==> config.mk <==
export PLATFORM = sky130hd
export DESIGN_NAME = excess3_to_bcd_serial
export DESIGN_NICKNAME = d
export VERILOG_FILES = /design/src/rtl/excess3_to_bcd_serial.sv
export SDC_FILE = /design/constraint.sdc
export NUM_CORES = 1
export LEC_CHECK = 0
export CAP_MARGIN = 15
export CELL_PAD_IN_SITES_DETAIL_PLACEMENT = 1
export CELL_PAD_IN_SITES_GLOBAL_PLACEMENT = 2
export CORE_MARGIN = 2
export CORE_UTILIZATION = 29
export CTS_CLUSTER_SIZE = 24
export DETAILED_ROUTE_END_ITERATION = 10
export MAX_ROUTING_LAYER = met4
export PLACE_DENSITY_LB_ADDON = 0.1
export SYNTH_ARGS = -nofsm -noshare
export SYNTH_HDL_FRONTEND = slang
export SYNTH_SLANG_ARGS = --single-unit
==> constraint.sdc <==
create_clock -name clk -period 1.85 [get_ports clk]
set_input_delay 0.37 -clock clk [delete_from_list [all_inputs] [get_ports clk]]
set_output_delay 0.37 -clock clk [all_outputs]
set_load 0.01 [all_outputs]
==> src/rtl/excess3_to_bcd_serial.sv <==
// Bit-serial Excess-3 to BCD converter: subtracts 0011 from each LSB-first nibble,
// streams the difference bits out and presents each completed digit in parallel.
module excess3_to_bcd_serial (
  input  logic       clk,
  input  logic       rst_n,
  input  logic       bit_in,
  input  logic       bit_vld,
  input  logic       sync,
  output logic       bit_out,
  output logic       bit_out_vld,
  output logic [3:0] dat_out,
  output logic       dat_vld,
  output logic       err
);

  typedef enum logic [2:0] {
    P0,
    P1_B0,
    P1_B1,
    P2_B0,
    P2_B1,
    P3_B0,
    P3_B1
  } state_t;

  state_t     state_q, state_d;
  logic [3:0] sreg_q, sreg_d;
  logic       bit_out_q, bit_out_d;
  logic       bit_out_vld_q, bit_out_vld_d;
  logic [3:0] dat_out_q, dat_out_d;
  logic       dat_vld_q, dat_vld_d;
  logic       err_q, err_d;

  logic [1:0] pos;
  logic       brw;
  logic       sub;
  logic       diff;
  logic       brw_nxt;
  logic [3:0] digit;

  always_comb begin
    pos = 2'd0;
    brw = 1'b0;
    case (state_q)
      P1_B0:   begin pos = 2'd1; brw = 1'b0; end
      P1_B1:   begin pos = 2'd1; brw = 1'b1; end
      P2_B0:   begin pos = 2'd2; brw = 1'b0; end
      P2_B1:   begin pos = 2'd2; brw = 1'b1; end
      P3_B0:   begin pos = 2'd3; brw = 1'b0; end
      P3_B1:   begin pos = 2'd3; brw = 1'b1; end
      default: begin pos = 2'd0; brw = 1'b0; end
    endcase
    // sync realigns the bit being accepted this cycle to a fresh nibble
    if (sync) begin
      pos = 2'd0;
      brw = 1'b0;
    end

    sub     = ~pos[1];
    diff    = bit_in ^ sub ^ brw;
    brw_nxt = (~bit_in & (sub | brw)) | (sub & brw);
    digit   = {diff, sreg_q[3:1]};

    state_d       = sync ? P0 : state_q;
    sreg_d        = sreg_q;
    bit_out_d     = bit_out_q;
    bit_out_vld_d = 1'b0;
    dat_out_d     = dat_out_q;
    dat_vld_d     = 1'b0;
    err_d         = err_q;

    if (bit_vld) begin
      bit_out_d     = diff;
      bit_out_vld_d = 1'b1;
      sreg_d        = digit;
      case (pos)
        2'd0: state_d = brw_nxt ? P1_B1 : P1_B0;
        2'd1: state_d = brw_nxt ? P2_B1 : P2_B0;
        2'd2: state_d = brw_nxt ? P3_B1 : P3_B0;
        default: begin
          state_d   = P0;
          dat_out_d = digit;
          dat_vld_d = 1'b1;
          err_d     = brw_nxt | (digit > 4'd9);
        end
      endcase
    end
  end

  always_ff @(posedge clk or negedge rst_n) begin
    if (!rst_n) begin
      state_q       <= P0;
      sreg_q        <= '0;
      bit_out_q     <= 1'b0;
      bit_out_vld_q <= 1'b0;
      dat_out_q     <= '0;
      dat_vld_q     <= 1'b0;
      err_q         <= 1'b0;
    end else begin
      state_q       <= state_d;
      sreg_q        <= sreg_d;
      bit_out_q     <= bit_out_d;
      bit_out_vld_q <= bit_out_vld_d;
      dat_out_q     <= dat_out_d;
      dat_vld_q     <= dat_vld_d;
      err_q         <= err_d;
    end
  end

  assign bit_out     = bit_out_q;
  assign bit_out_vld = bit_out_vld_q;
  assign dat_out     = dat_out_q;
  assign dat_vld     = dat_vld_q;
  assign err         = err_q;

endmodule

==> results.toml <==
[status]
status = "finished clean"

[logic_synthesis]
synth-edff-count = 0
synth_nets = 64
synthFlopType = "dfrtp_1"
seq_area_frac_synth = 0.476
avgSynthCellArea_sq_um = 11.8
ys_async_sr_fraction = 1.00
yosys_register_bits = 13
ys_types = 27
yosys_warnings = 0
synth_area_sq_um = 683
synthesis.instances = 58

[clock_network]
cts_setup_buffers = 0
cts.sinks = 13
path_clk_slew_ns = 0.08
h-tree-depth = 1
max-clock-path-buffers = 2
clock_latency_ns = 0.27
numCtsBuffers = 3
cts_root_buf = "clkbuf_4"
cts_tree = "yes"

[route]
drc = 0
wire_per_inst_um = 12.3
dr.pass1.iters = 2
drtAntennaViolNets = 0
drtIter0Drc = 1
finalWirelength_um = 1310
dr_total_vias = 488
via_per_inst = 4.60

[sta]
rsz0062_at_grt = "false"
fmax_mhz = 578
hold_viol_final = 0
period_share = 0.935
period_needed_ns = 1.73
slew_headroom = 0.615
setup_viol = 0
worst_pin_slew_ns = 0.575
skew_ns = 0.00273
final-max-slew-violation-count = 0
whs_ns = 0.463
setup_tns_ns = 0

[power]
p_clk_frac = 0.160
ir_worst_vdd_uv = 459
sw_frac_of_total = 0.304
p_sw_uw = 327
combinationalPowerShare = 0.426
pwr-share-seq = 0.414
power.density_nw_per_um2 = 1180
power.leakage_nw = 0.399
p_int_uw = 748

[setup_path]
cp_top_family = "adder cells"
path_cells = "xnor2_1, nand2_1, fa_2, maj3_2, a21oi_2, nor2_1"
endpoint_kind = "register"
worstPathMaxFanout = 6
rrSetupSlack_ns = 0.12
critical_path_depth = 6
reg2reg_depth = 6
start_kind = "register"
criticalPathCategory = "reg -> reg"
cp.arrival_ns = 1.90
cp.required_ns = 2.02
max_stage_delay_ns = 0.46
cp_num_buf_inv = 0
crit_path_top_delay_cell = "dfrtp_2"

[global_routing]
grt_start_max_net_pins = 14
grt_pass1_wl_um = 2220
antenna_found_initial = 0
grt_use_total = 0.121
overflow = 0
grt_pass1_vias = 516

[final_layout]
final_nets = 85
seqCellArea_sq_um = 327
multi_input_area_sq_um = 314
drive_gt1_frac = 0.333
diodes = 0
finish.utilization = 0.411
num-fill-cells = 262
most-common-layout-cells = "dfrtp_1, clkdlybuf4s50_1, buf_4, inv_1, mux2_4"
area_delta_synth_final_pct = 33.0
layoutNonFillerInstCount = 106

[place]
hpwl_um = 998
io_buffers = 12
dp.cells = 102
gp_congestion = 0.748

[floorplan]
die_w_um = 52.5
ios = 13
die_h_um = 52.5
coreArea_sq_um = 2210
initial_core_util = 0.309
die-area_sq_um = 2760
num_rows = 17

[flow_run]
max_cap_viol_count = 0

[min_path]
hold_class = "in -> async"
## worst register-to-register path, delay by kind of cell (launching register included)
| kind | cells | cell delay, ns |
|---|---|---|
| xor+xnor | 1 | 0.18 |
| fa+ha+maj | 2 | 0.72 |
| flops | 1 | 0.46 |
| simple gates | 2 | 0.14 |
| compound gates | 1 | 0.13 |
## state kept, by name, summed over array words and instances, names as in the netlist
register and flops:
dat_out 4, sreg_q 3, state_q 3, bit_out_vld 1, dat_vld 1, err 1
## synthesized netlist by cell type (2+ instances only)
cell type  instances  area [sq um]
inv_1              4          15.0
dfrtp_1           13           325
buf_6              4          45.0
nand2_1            3          11.3
nand3_1            2          10.0
o21ai_0            2          10.0
nor2_1             4          15.0
o211ai_1           2          15.0
mux2_2             2          22.5
mux2_4             4          60.1
mux2i_1            2          20.0
## cell type report
class                      count  share of cell area
clock buffer                   4              0.0289
tap                           28              0.0386
multi-input combinational     36               0.346
sequential                    13               0.360
timing repair buffer          21               0.211
inverter                       4              0.0165
## timing repair
item,CTS,global route
setup endpoints to repair,0,3
hold buffers,0,0
resized for setup,0,7
## power by group through the flow
stage / Clock, mW / Combinational (mW) / Sequential [mW]
floorplan: 0 / 0.235 / 0.464
global placement: 0 / 0.445 / 0.447
detailed placement: 0 / 0.449 / 0.451
CTS: 0.182 / 0.449 / 0.446
global route: 0.190 / 0.506 / 0.463
finish: 0.172 / 0.458 / 0.445
## logic make-up (layout without fill, tap and decap cells)
| group | Yosys count | after routing | share of synthesized area |
|---|---|---|---|
| DFF | 13 | 13 | 0.476 |
| muxes | 8 | 8 | 0.150 |
| buffers and inverters | 9 | 29 | 0.0952 |
| AOI/OAI and AO/OA | 9 | 9 | 0.0934 |
| xor gates and xnor gates | 2 | 2 | 0.0256 |
| and+or+nand+nor | 15 | 15 | 0.115 |
| adders and majority gates | 2 | 2 | 0.0440 |
## per-stage QoR
step | total power, mW | setup WS (ns) | instance area (sq um)
floorplan | 0.699 | 0.0493 | 686
global placement | 0.893 | -0.223 | 858
detailed placement | 0.900 | -0.243 | 858
CTS | 1.08 | 0.0158 | 885
global route | 1.16 | 0.00283 | 908
finish | 1.07 | 0.120 | 908
## path summary, 6_finish.rpt
kind / from / to
hold / removal: rst_n / err
hold reg to reg: sreg_q[1] / dat_out[0]
setup / recovery: state_q[2] / state_q[2]
max in group asynchronous: rst_n / state_q[2]
min in group clk: sreg_q[1] / dat_out[0]
setup reg to reg: state_q[2] / state_q[2]
## layer usage
| metal | routed length, um | share of wire | track usage | vias to the layer above |
|---|---|---|---|---|
| met4 | 27 | 0.021 | 0.115 | 0 |
| li1 | - | - | - | 238 |
| met2 | 642 | 0.49 | 0.181 | 9 |
| met3 | 49 | 0.037 | 0.0257 | 2 |
| met1 | 590 | 0.45 | 0.131 | 239 |
| met5 | 0 | 0 | - | - |
(Power assumes the default switching activity.)
==> variant 1 (config.mk and constraints unchanged) <==
Add an input register stage for `bit_in`, `bit_vld` and `sync`, cleared by the reset; this delays them by one clock. Comments in the files are not updated.
--- a/src/rtl/excess3_to_bcd_serial.sv
+++ b/src/rtl/excess3_to_bcd_serial.sv
@@ -23,4 +23,20 @@
     P3_B1
   } state_t;
+
+  logic bit_q;
+  logic bit_vld_q;
+  logic sync_q;
+
+  always_ff @(posedge clk or negedge rst_n) begin
+    if (!rst_n) begin
+      bit_q     <= '0;
+      bit_vld_q <= '0;
+      sync_q    <= '0;
+    end else begin
+      bit_q     <= bit_in;
+      bit_vld_q <= bit_vld;
+      sync_q    <= sync;
+    end
+  end
 
   state_t     state_q, state_d;
@@ -52,5 +68,5 @@
     endcase
     // sync realigns the bit being accepted this cycle to a fresh nibble
-    if (sync) begin
+    if (sync_q) begin
       pos = 2'd0;
       brw = 1'b0;
@@ -58,9 +74,9 @@
 
     sub     = ~pos[1];
-    diff    = bit_in ^ sub ^ brw;
-    brw_nxt = (~bit_in & (sub | brw)) | (sub & brw);
+    diff    = bit_q ^ sub ^ brw;
+    brw_nxt = (~bit_q & (sub | brw)) | (sub & brw);
     digit   = {diff, sreg_q[3:1]};
 
-    state_d       = sync ? P0 : state_q;
+    state_d       = sync_q ? P0 : state_q;
     sreg_d        = sreg_q;
     bit_out_d     = bit_out_q;
@@ -70,5 +86,5 @@
     err_d         = err_q;
 
-    if (bit_vld) begin
+    if (bit_vld_q) begin
       bit_out_d     = diff;
       bit_out_vld_d = 1'b1;
Function: changed (Yosys sat finds a counterexample within 4 cycles, from zero or initial values and one cycle with rst_n low).
==> variant 1 against the unedited design <==
The run now ends with negative setup slack left; area after synthesis is 11% higher; final area increased by 32%; worst hold slack worse by 72 ps; fmax down 16%; wire length is 40% higher; setup slack got worse by 330 ps; total power increased by 27%; first-iteration DRC count increased by 100%; sequential cell count up 3; critical path type unchanged; critical endpoint is now state_q[1]$_DFFE_PN0P_.
==> variant 1: results <==
group,metric,value,unit
synthesis,ys_types,20,
detailed_routing,viasPerCell,4.629,
detailed_routing,wl_per_cell,14.81,µm
place,post_dp_cell_area,0.001025,mm²
grt,gr-usage-met3,5.645,%
detailed_routing,routed_wl,1.837,mm
clock_network,insertion_delay,290,ps
grt,grt_pass1_wl,3.036,mm
clock_network,root_buffer,"clkbuf_4",
detailed_routing,dr_wl_met2,898,µm
synthesis,synthTopCellsByCount,"16 x dfrtp_1, 6 x inv_1, 6 x mux2_2",
grt,antenna_found_initial,0,
place,post-place-ws,-323.8,ps
place,globalplace.congestion,0.7760,
synthesis,synth.yosys.warnings,0,
setup_path,crit_start,"state_q[0]$_DFFE_PN0P_",
grt,grtUsageMet1,17.56,%
place,dp_hpwl,1.157,mm
sta,fin_skew,1.033,ps
grt,grt_use_met2,24.60,%
setup_path,critPathSlowestCell,"fa_1",
grt,grt_pass1_vias,658,
sta,holdWs,390.3,ps
grt,grt_max_degree,17,
detailed_routing,met3_length,67,µm
sta,max_slew_margin,79.85,%
detailed_routing,wl_met1,858,µm
setup_path,r2r-end,"state_q[1]$_DFFE_PN0P_",
synthesis,synth.area.top_cells,"dfrtp_1 53%, mux2_2 8.9%, ha_1 8.3%",
finish,drive_above_1_share,48.94,%
setup_path,critPathMaxFanout,4,
setup_path,r2r_cells,8,
power,leakage,0.5167,nW
synthesis,synth_compound_area_share,8.595,%
synthesis,synth_cells,57,
setup_path,path_delay_family,"adder cells",
detailed_routing,drc,0,
synthesis,synth_xor_area_share,0,%
grt,grt_use_total,15.23,%
finish,fill_cells,286,
clock_network,clk_path_buf_depth,2,
synthesis,synth_nets,68,
synthesis,yosysSeqAreaShare,52.89,%
clock_network,path_clk_slew,90,ps
clock_network,h-tree-depth,1,
detailed_routing,drt_iter0_drc,2,
setup_path,max_stage_delay,430,ps
place,portBuffers,12,
finish,antenna_cells,0,
synthesis,synthAdderAreaFrac,10.91,%
run_status,violations,"negative setup slack",
synthesis,synth-async-reset-ratio,100.0,%
sta,tns,-875.0,ps
place,dp.cells,112,
synthesis,muxShareOfSynthArea,11.57,%
sta,worst_slack,-208.6,ps
setup_path,cp-end-kind,"flip-flop",
power,worst_ir_drop_vdd,0.6026,mV
sta,setup_viol,6,
run_status,outcome,"complete, but fails checks",
==> variant 1: changes by cell type after synthesis, moves of 2 or more <==
cell and change:
nand2_1 -3, buf_6 -4, ha_1 +5, mux2_2 +4, nand3_1 -2, nor4b_4 +2
inv_1 +2, or3_2 +2, dfrtp_1 +3, mux2_4 -4
==> variant 1: repair_timing <==
action                                 CTS  global route
setup buffers                            6             2
pin swaps                                4             0
setup endpoints to repair                9             9
endpoints found under the hold margin    0             0
gates resized for setup                 14             2
==> variant 1: layout make-up <==
type	count	area, µm²	area share [%]
inverter	6	22.52	1.885
sequential	16	400.4	33.51
multi-input combinational	34	401.6	33.61
timing repair buffer	34	296.5	24.82
clock buffer	4	36.28	3.037
tap	30	37.54	3.141
==> variant 1: where the power goes <==
group	switching (W)	leakage (nW)	internal [W]	total (W)
logic	0.000250	0.300	0.000371	0.000621
clock network	0.000109	0.0210	0.000120	0.000229
registers	0.0000654	0.196	0.000448	0.000514
==> variant 2 (same settings) <==
Made on the original files. `dat_out_q` no longer has a reset.
--- a/src/rtl/excess3_to_bcd_serial.sv
+++ b/src/rtl/excess3_to_bcd_serial.sv
@@ -94,5 +94,4 @@
       bit_out_q     <= 1'b0;
       bit_out_vld_q <= 1'b0;
-      dat_out_q     <= '0;
       dat_vld_q     <= 1'b0;
       err_q         <= 1'b0;
@@ -102,8 +101,11 @@
       bit_out_q     <= bit_out_d;
       bit_out_vld_q <= bit_out_vld_d;
-      dat_out_q     <= dat_out_d;
       dat_vld_q     <= dat_vld_d;
       err_q         <= err_d;
     end
+  end
+
+  always_ff @(posedge clk) begin
+    dat_out_q <= dat_out_d;
   end
 
Check against the original RTL: differs if rst_n is asserted again (counterexample within 10 cycles, from zero or initial values and one cycle with rst_n low); with rst_n held inactive, the same outputs for 10 cycles.
==> variant 2 against the unedited design <==
First-iteration DRC count increased to 8.0 times the old value; synthesized cell count decreased by 10%; wire length increased by 4.9%; final area decreased by 1.7%; area after synthesis decreased by 6.4%; total power decreased by 15%; setup slack got worse by 51 ps; sequential cell count unchanged; critical path type is now in -> reg; largest cell class unchanged; largest power group is now registers.
==> variant 2: results <==
group,metric,value,unit
run_status,outcome,"complete, no violations",
detailed_routing,drt_iter0_drc,8,
synthesis,synth_nets,58,
synthesis,synth_compound_area_share,9.980,%
grt,grtUsageMet1,17.78,%
setup_path,r2r_cells,8,
finish,drive_above_1_share,35.14,%
finish,fin_nets,81,
grt,grt_pass1_wl,2.304,mm
clock_network,insertion_delay,270,ps
synthesis,synthTopCellsByCount,"9 x dfrtp_1, 4 x edfxtp_1, 4 x nor2_1",
finish,fill_cells,229,
grt,grt_max_degree,10,
synthesis,synth_edf_count,4,
place,post-place-ws,-240.7,ps
synthesis,yosysSeqAreaShare,54.01,%
setup_path,arrival,1990,ps
power,worst_ir_drop_vdd,0.4662,mV
setup_path,r2r_slack,80,ps
detailed_routing,first_pass_iters,4,
synthesis,synth.area.top_cells,"dfrtp_1 35%, edfxtp_1 19%, buf_6 5.3%",
place,dp_hpwl,1.034,mm
grt,grt_use_met2,17.10,%
setup_path,r2r-end,"state_q[1]$_DFFE_PN0P_",
grt,gr-usage-met3,1.170,%
power,leakage,0.3745,nW
sta,fin_skew,1.845,ps
power,p_int,0.0006337,W
synthesis,synthAdderAreaFrac,4.697,%
grt,grt_use_total,12.77,%
place,globalplace.congestion,0.7295,
setup_path,critPathMaxFanout,5,
sta,finalCritPeriodShare,96.25,%
setup_path,path_delay_family,"buffers and inverters",
grt,grt_pass1_vias,462,
power,p_clk_share,19.3,%
setup_path,timing.rr.start,"state_q[1]$_DFFE_PN0P_",
setup_path,critPathSlowestCell,"fa_2",
detailed_routing,wl_per_cell,13.59,µm
synthesis,muxShareOfSynthArea,7.632,%
synthesis,synth-async-reset-ratio,69.23,%
==> variant 2: cell types whose count changed after synthesis, sizes merged <==
cell and delta:
buf -1, edfxtp +4, dfrtp -4, inv -1, mux2 -2, mux2i -2
==> variant 2: worst reg2reg max path, cell delays in order, from the launching register on <==
cell and delay (ps):
dfrtp_1 400, nand2_2 90, xnor2_2 110, nand2_1 90, fa_2 450, buf_6 150
nor4b_4 190, o211ai_1 130, nand3_1 100
==> variant 2: through the flow <==
stage	hold WS (ps)	std cells	area (µm²)
after detailed placement	439.5	97	832.0
final	400.4	101	893.4
after global placement	431.6	97	832.0
after global routing	437.1	101	893.4
after CTS	420.9	101	859.6
after floorplan	74.41	52	641.9
==> variant 2: kinds of logic (layout without fill, tap and decap cells) <==
group | Yosys count | in the layout
buffers and inverters | 7 | 29
muxes | 4 | 4
DFF | 13 | 13
adders and majority gates | 2 | 2
and+or+nand+nor | 15 | 15
AOI/OAI and AO/OA | 9 | 9
xor gates and xnor gates | 2 | 2
==> variant 2: power groups by stage <==
stage | Clock (W) | Combinational, W | Sequential (W)
floorplan | 0 | 0.000182 | 0.000412
global placement | 0 | 0.000301 | 0.000408
detailed placement | 0 | 0.000305 | 0.000415
CTS | 0.000180 | 0.000307 | 0.000407
global route | 0.000199 | 0.000368 | 0.000421
finish | 0.000176 | 0.000330 | 0.000407
==> variant 2: final cells by class <==
cell class                      count  area share (%)
Tap cell                           27           3.782
Clock buffer                        3           2.521
Sequential cell                    13           38.66
Clock inverter                      1          0.5602
Inverter                            3           1.261
Timing Repair Buffer               22           22.27
Multi-Input combinational cell     32           30.95
==> variant 2: per-layer routing <==
layer	routed length (µm)	vias up
met5	0	-
met3	57	2
met2	670	13
li1	-	226
met4	27	0
met1	617	236
